==> config.mk <==
export PLATFORM = sky130hd
export DESIGN_NAME = module_result_display
export DESIGN_NICKNAME = d
export VERILOG_FILES = /design/src/rtl/module_result_display.sv
export SDC_FILE = /design/constraint.sdc
export NUM_CORES = 1
export LEC_CHECK = 0
export ABC_AREA = 1
export BUFFER_PORTS_ARGS = -buffer_cell sky130_fd_sc_hd__buf_2
export CORE_MARGIN = 4
export CORE_UTILIZATION = 50
export CTS_CLUSTER_DIAMETER = 150
export DETAILED_ROUTE_END_ITERATION = 8
export MAX_ROUTING_LAYER = met4
export PLACE_DENSITY = 0.74
export SLEW_MARGIN = 20
export SYNTH_ARGS = -nofsm -noshare
export SYNTH_HDL_FRONTEND = slang
export SYNTH_SLANG_ARGS = --single-unit
==> constraint.sdc <==
create_clock -name clk_pi -period 1.4 [get_ports clk_pi]
set_input_delay 0.07 -clock clk_pi [delete_from_list [all_inputs] [get_ports clk_pi]]
set_output_delay 0.07 -clock clk_pi [all_outputs]
set_load 0.05 [all_outputs]
==> src/rtl/module_result_display.sv <==
`default_nettype none
// ============================================================================
//  Module      : module_result_display
//  Description : Captures an adder result (with carry) and shows it as three
//                multiplexed hex digits on a 4-digit active-low 7-segment
//                display; the carry drives an overflow LED.
//  Revision    : 1.0 - initial release
// ============================================================================
module module_result_display #(
    parameter int WIDTH         = 8,
    parameter int REFRESH_COUNT = 100000
) (
    input  logic             clk_pi,
    input  logic             rst_pi,
    input  logic [WIDTH:0]   result_pi,
    input  logic             load_pi,
    output logic [3:0]       anodo_po,
    output logic [6:0]       seg_po,
    output logic             overflow_po,
    output logic             valid_po
);

    localparam int               C_CNT_W   = $clog2(REFRESH_COUNT);
    localparam logic [C_CNT_W-1:0] C_CNT_LAST = C_CNT_W'(REFRESH_COUNT - 1);
    localparam logic [C_CNT_W-1:0] C_CNT_ONE  = C_CNT_W'(1);
    // Captured value padded so three full nibbles can always be sliced out.
    localparam int               C_PAD_W   = (WIDTH + 1 > 12) ? (WIDTH + 1) : 12;

    localparam logic [1:0] C_DIGIT0 = 2'd0;
    localparam logic [1:0] C_DIGIT1 = 2'd1;
    localparam logic [1:0] C_DIGIT2 = 2'd2;

    logic [WIDTH:0]     capture_q, capture_d;
    logic               valid_q, valid_d;
    logic [C_CNT_W-1:0] refresh_cnt_q, refresh_cnt_d;
    logic [1:0]         digit_idx_q, digit_idx_d;

    logic               w_refresh_wrap;
    logic [C_PAD_W-1:0] w_padded;
    logic [3:0]         w_nibble;

    // Next-state logic: capture on load, free-running refresh scan.
    always_comb begin
        capture_d     = capture_q;
        valid_d       = valid_q;
        refresh_cnt_d = refresh_cnt_q + C_CNT_ONE;
        digit_idx_d   = digit_idx_q;

        if (load_pi) begin
            capture_d = result_pi;
            valid_d   = 1'b1;
        end

        // >= rather than == so an out-of-range count can never run away.
        w_refresh_wrap = (refresh_cnt_q >= C_CNT_LAST);
        if (w_refresh_wrap) begin
            refresh_cnt_d = '0;
            case (digit_idx_q)
                C_DIGIT0: digit_idx_d = C_DIGIT1;
                C_DIGIT1: digit_idx_d = C_DIGIT2;
                default:  digit_idx_d = C_DIGIT0;  // 2 -> 0, and 3 recovers to 0
            endcase
        end
    end

    // State registers with synchronous reset taking priority over load.
    always_ff @(posedge clk_pi) begin
        if (rst_pi) begin
            capture_q     <= '0;
            valid_q       <= 1'b0;
            refresh_cnt_q <= '0;
            digit_idx_q   <= C_DIGIT0;
        end else begin
            capture_q     <= capture_d;
            valid_q       <= valid_d;
            refresh_cnt_q <= refresh_cnt_d;
            digit_idx_q   <= digit_idx_d;
        end
    end

    // Digit select: anode enable and the nibble shown on that digit.
    always_comb begin
        w_padded = C_PAD_W'(capture_q);
        anodo_po = 4'b1111;
        w_nibble = 4'h0;
        case (digit_idx_q)
            C_DIGIT0: begin anodo_po = 4'b1110; w_nibble = w_padded[3:0];  end
            C_DIGIT1: begin anodo_po = 4'b1101; w_nibble = w_padded[7:4];  end
            C_DIGIT2: begin anodo_po = 4'b1011; w_nibble = w_padded[11:8]; end
            default:  begin anodo_po = 4'b1111; w_nibble = 4'h0;           end
        endcase
    end

    // Active-low hex to 7-segment decode, segment order {g,f,e,d,c,b,a}.
    always_comb begin
        case (w_nibble)
            4'h0:    seg_po = 7'b1000000;
            4'h1:    seg_po = 7'b1111001;
            4'h2:    seg_po = 7'b0100100;
            4'h3:    seg_po = 7'b0110000;
            4'h4:    seg_po = 7'b0011001;
            4'h5:    seg_po = 7'b0010010;
            4'h6:    seg_po = 7'b0000010;
            4'h7:    seg_po = 7'b1111000;
            4'h8:    seg_po = 7'b0000000;
            4'h9:    seg_po = 7'b0010000;
            4'hA:    seg_po = 7'b0001000;
            4'hB:    seg_po = 7'b0000011;
            4'hC:    seg_po = 7'b1000110;
            4'hD:    seg_po = 7'b0100001;
            4'hE:    seg_po = 7'b0000110;
            default: seg_po = 7'b0001110;
        endcase
    end

    assign overflow_po = capture_q[WIDTH];
    assign valid_po    = valid_q;

endmodule
`default_nettype wire
After elaboration in Yosys (flattened, before gate mapping)

Memory sizes are Yosys's and may differ from the RTL's.
Index checks and enable logic that the tools add are counted.

Register bits: 29
Bits in latches: 0
RAM bits: 0
ROM bits: 112
Input bits: 12
Logic and storage cells: 14
Memories kept: 1

$add $sub $neg: 1
Multipliers: 0
Div/mod/pow operators: 0
$lt $le $gt $ge: 1
Equality and inequality tests: 2
Shift operators: 0
Multiplexer cells: 3
Bitwise logic cells: 0
Reduce and logical (&&, ||, !) cells: 2

Memories:

| name             | depth | width | rd ports | clocked after Yosys merged registers in | wr ports | line | text |
|---|---|---|---|---|---|---|---|
| (name not given) | 16    | 7     | 1        | 0                                       | 0        | 96   | `case (w_nibble)` |

Operators by type and width:

| cell                                          | number |
|---|---|
| adder 17 x 1 -> 17 bit, second input constant | 1 |
| >= comparator 17 bit, second input constant   | 1 |
| case mux 4 bit (3 select lines)               | 1 |
| case mux 3 bit (3 select lines)               | 1 |
| case mux 2 bit (2 select lines)               | 1 |
| == test 2 x 1 -> 1 bit, second input constant | 1 |
| == test 2 bit, second input constant          | 1 |
| zero test 2 bit                               | 1 |
| OR reduction 2 bit                            | 1 |

Logic depth before layout (Yosys ltp)

An unclocked memory read counts as a cell.

Depth after elaboration: 3
Mapped depth: 10

Least setup slack after synthesis

Ideal clock, no wire load.

Path kind: reg2out
From: register digit_idx_q[1]
To: output port seg_po[0]
Arrival time: 2118 ps
Required time: 1330 ps
Slack: -788 ps
Stages on the path, launching flop included: 10
Path buffers: 0
Cell sequence: dfxtp_1 > inv_1 > nand2_1 > o22ai_2 > inv_1 > ha_1 > inv_1 > nor2_1 > o21ai_0 > nand3_1

Word-level cells in the longest chain between the ends: 3

RTL lines:

| item                                  | line | text |
|---|---|---|
| start: declaration                    | 36   | `logic [1:0] digit_idx_q, digit_idx_d;` |
| start signal: assignment              | 77   | `digit_idx_q <= digit_idx_d;` |
| == test 2 bit (tied with other cells) | 86   | `case (digit_idx_q)` |
| case mux 4 bit (3 select lines) (*)   | 86   |  |
| memory (16 x 7 bit) (*)               | -    |  |
| end: declaration                      | 18   | `output logic [6:0] seg_po,` |

Mark *: on every way between the ends. The rest lies on a longest branch, timed or not.

Final worst setup path

Same ends and word-level chain as after synthesis.

==> results.md <==
* Final Worst Setup Slack at -0.742 ns
* Fin nets at 315
* FF/Latch Area at 594 um2
* Failing checks: setup timing
* Post-synth EDFFs at 0
* Count leader, synth: nor2_1
* Sw Pwr at 0.603 mW
* CP Data Arrival Time at 2.07 ns
* Fin crit share at 1.53
* Fmax at 467 MHz
* Syn avg cell area at 7.05 um2
* Critical path's slowest cell: dfxtp_4
* CTS sink cnt at 29
* Final Util at 0.796
* Number of CTS-inserted buffers at 5
* Crit path launch type: register
* Final wirelength at 4.27 mm
* Critical path class: register to output pin
* Global-route wire length before repair at 6.48 mm
* ANT cells at 0
* # rows at 20
* Vias in the first global route at 1,526
* Synth top area share at 0.352
* Placeable Area at 3100 um2
* DR iter-0 viols at 120
* Status: finished with violations
* Unique cell type count in the Yosys netlist at 29
* Routed len/inst at 12.5 um
* HP Class: primary input to register
* Filler cells at 224
* Power per cell area at 787 nW/um2
* Clock network fraction of design power at 0.304
* IO Count at 25
* ANT nets after route at 0
* Sw frac at 0.310
* Leakage at 1.03 nW
* Sequential share of power at 0.445
* Gr ovfl total at 0
* Post-synth ARST share at 0
* CP cell instances: nor2_4, clkinvlp_4, buf_4, buf_4, o22ai_4, nand3_1, nand3_4, buf_8
* Skew final at 0.0113 ns
* Area contributors post-synth: dfxtp_1 (35%), nor2_1 (9.8%), nand2_1 (9.3%)
* Post-route minimum period at 2.14 ns
* Post-Synthesis Cells at 234
* Vias per std cell at 4.99
* Comb power frac at 0.251
* Final setup vio count at 8
* Area growth, synth to finish at 49.6%
* Endpoints failing hold at 0
* Synth Warn # at 0
* Gr usage total at 0.200
* Synthesized Nets at 253
* CTS tree: done
* Register bit total from synthesis at 29
* Full die area at 4280 um2
* Starting Density at 0.532
* Max incr delay on CP at 0.38 ns
* Int Pwr at 1.34 mW
* Synth top cells by count: nor2_1 (43), nand2_1 (41), inv_1 (30)
* Sequential-to-total area share from yosys stat at 0.352
* CP required at 1.33 ns
* Clock transition at the registers of the reported paths at 0.10 ns
* Power, Total at 1.94 mW
* CTS root buf: clkbuf_4
* CP max FO at 6
* Via count at 1,700
* Die width at 65.5 um
* Largest net degree at the start of global routing at 18
* Cell repeated most along the worst path: buf_4
* VDD IR-drop max at 0.860 mV
* Gpl congestion at 0.825
* Initial antenna violation count at 0
* # DRC at 0
* CP endpoint kind: output pin
* MaxCap Viol Count at 0
* DRT Pass-1 Iters at 4
* Clk_lat worst skew at 0.34 ns
* Synth area leader: dfxtp_1
* RSZ-0062 raised after global routing: true
* Multi-input logic area at 1130 um2
* Layout cells sized above 1 at 0.411
* Mapped Area at 1650 um2
* Primary FF master, synth: dfxtp_1
* Die span in y at 65.5 um
* Htree depth at 2
* IO buf count at 23
* Hpwl dp at 2.57 mm
* Clock buffer depth at 2
* Final Max Tran Viols at 0
-- cell families after synthesis --
family	synth area share
AOI/OAI and AO/OA	0.125
adders and majority gates	0.0531
DFF	0.352
and+or+nand+nor	0.326
other	0.00227
xor gates and xnor gates	0.0531
buffers and inverters	0.0887
-- power by group through the flow --
stage	registers (mW)	clock network [mW]	logic [mW]
after floorplan	0.895	0	0.250
after global placement	0.883	0	0.347
after detailed placement	0.884	0	0.352
after CTS	0.863	0.602	0.426
after global routing	0.869	0.644	0.521
final	0.865	0.591	0.487
-- sequential cells by signal, indices dropped and copies added (netlist names) --
register       cells
valid_po           1
refresh_cnt_q     17
capture_q          9
digit_idx_q        2
-- per-stage QoR --
step / hold slack [ns] / setup TNS (ns) / instances / worst slack, ns / cell area, um2
2_1_floorplan: 0.142 / -2.69 / 234 / -0.448 / 1750
3_3_place_gp: 0.244 / -1.99 / 317 / -0.336 / 2040
3_5_place_dp: 0.256 / -2.44 / 317 / -0.390 / 2040
4_1_cts: 0.00675 / -4.05 / 333 / -0.648 / 2290
5_1_grt: 0.0468 / -5.68 / 341 / -0.835 / 2470
6_report: 0.0166 / -4.97 / 341 / -0.742 / 2470
-- worst paths after layout --
check / from / endpoint / slack [ns] / cells after the start
setup / recovery: digit_idx_q[1] / seg_po[0] / -0.74 / 8
hold / removal: result_pi[8] / capture_q[8] / 0.02 / 3
setup reg to reg: refresh_cnt_q[12] / digit_idx_q[0] / 0.08 / 7
hold reg to reg: refresh_cnt_q[0] / refresh_cnt_q[0] / 0.45 / 1
-- metal layers --
metal / wire (um) / GRT usage / vias to the layer above
li1: - / - / 860
met1: 1850 / 0.239 / 798
met2: 2200 / 0.320 / 35
met3: 176 / 0.0513 / 7
met4: 47 / 0.0829 / 0
met5: 0 / - / -
-- placed cells by master, fill, tap and decap left out, types with 3 or more instances in the layout --
| cell type | instances |
|---|---|
| a21oi_1 | 13 |
| buf_2 | 14 |
| buf_4 | 26 |
| buf_6 | 4 |
| buf_8 | 7 |
| clkbuf_4 | 6 |
| dfxtp_1 | 24 |
| dfxtp_4 | 3 |
| dlygate4sd3_1 | 6 |
| ha_4 | 6 |
| inv_1 | 22 |
| inv_2 | 5 |
| inv_4 | 4 |
| nand2_1 | 30 |
| nand2_2 | 10 |
| nand2_4 | 5 |
| nand3_1 | 11 |
| nand3_2 | 4 |
| nand3_4 | 3 |
| nor2_1 | 38 |
| nor2_2 | 8 |
| nor2_4 | 4 |
| o21ai_0 | 9 |
| o21ai_1 | 4 |
| o21ai_2 | 3 |
| xnor2_1 | 4 |
| xor2_1 | 6 |
-- worst max-delay path, delay by kind of cell, from the launching register on --
kind / cells / cell delay (ns)
buf+inv: 4 / 0.58
compound gates: 1 / 0.24
simple gates: 3 / 0.54
flops: 1 / 0.38
-- cell type report --
| type | count | share of cell area |
|---|---|---|
| inverters | 32 | 0.0542 |
| multi-input cells | 170 | 0.459 |
| well taps | 44 | 0.0223 |
| clock inverters | 1 | 0.00203 |
| flip-flops and latches | 29 | 0.241 |
| clock buffers | 7 | 0.0264 |
| repair buffers | 58 | 0.196 |
-- repair_timing --
action | CTS | global route
pin swaps | 8 | 11
setup endpoints to repair | 8 | 27
gates cloned | 0 | 1
hold buffers | 6 | 0
hold endpoints to repair | 6 | 0
buffers inserted | 2 | 7
gates resized for setup | 32 | 32
Note: power is estimated with default switching activity, not from simulation.
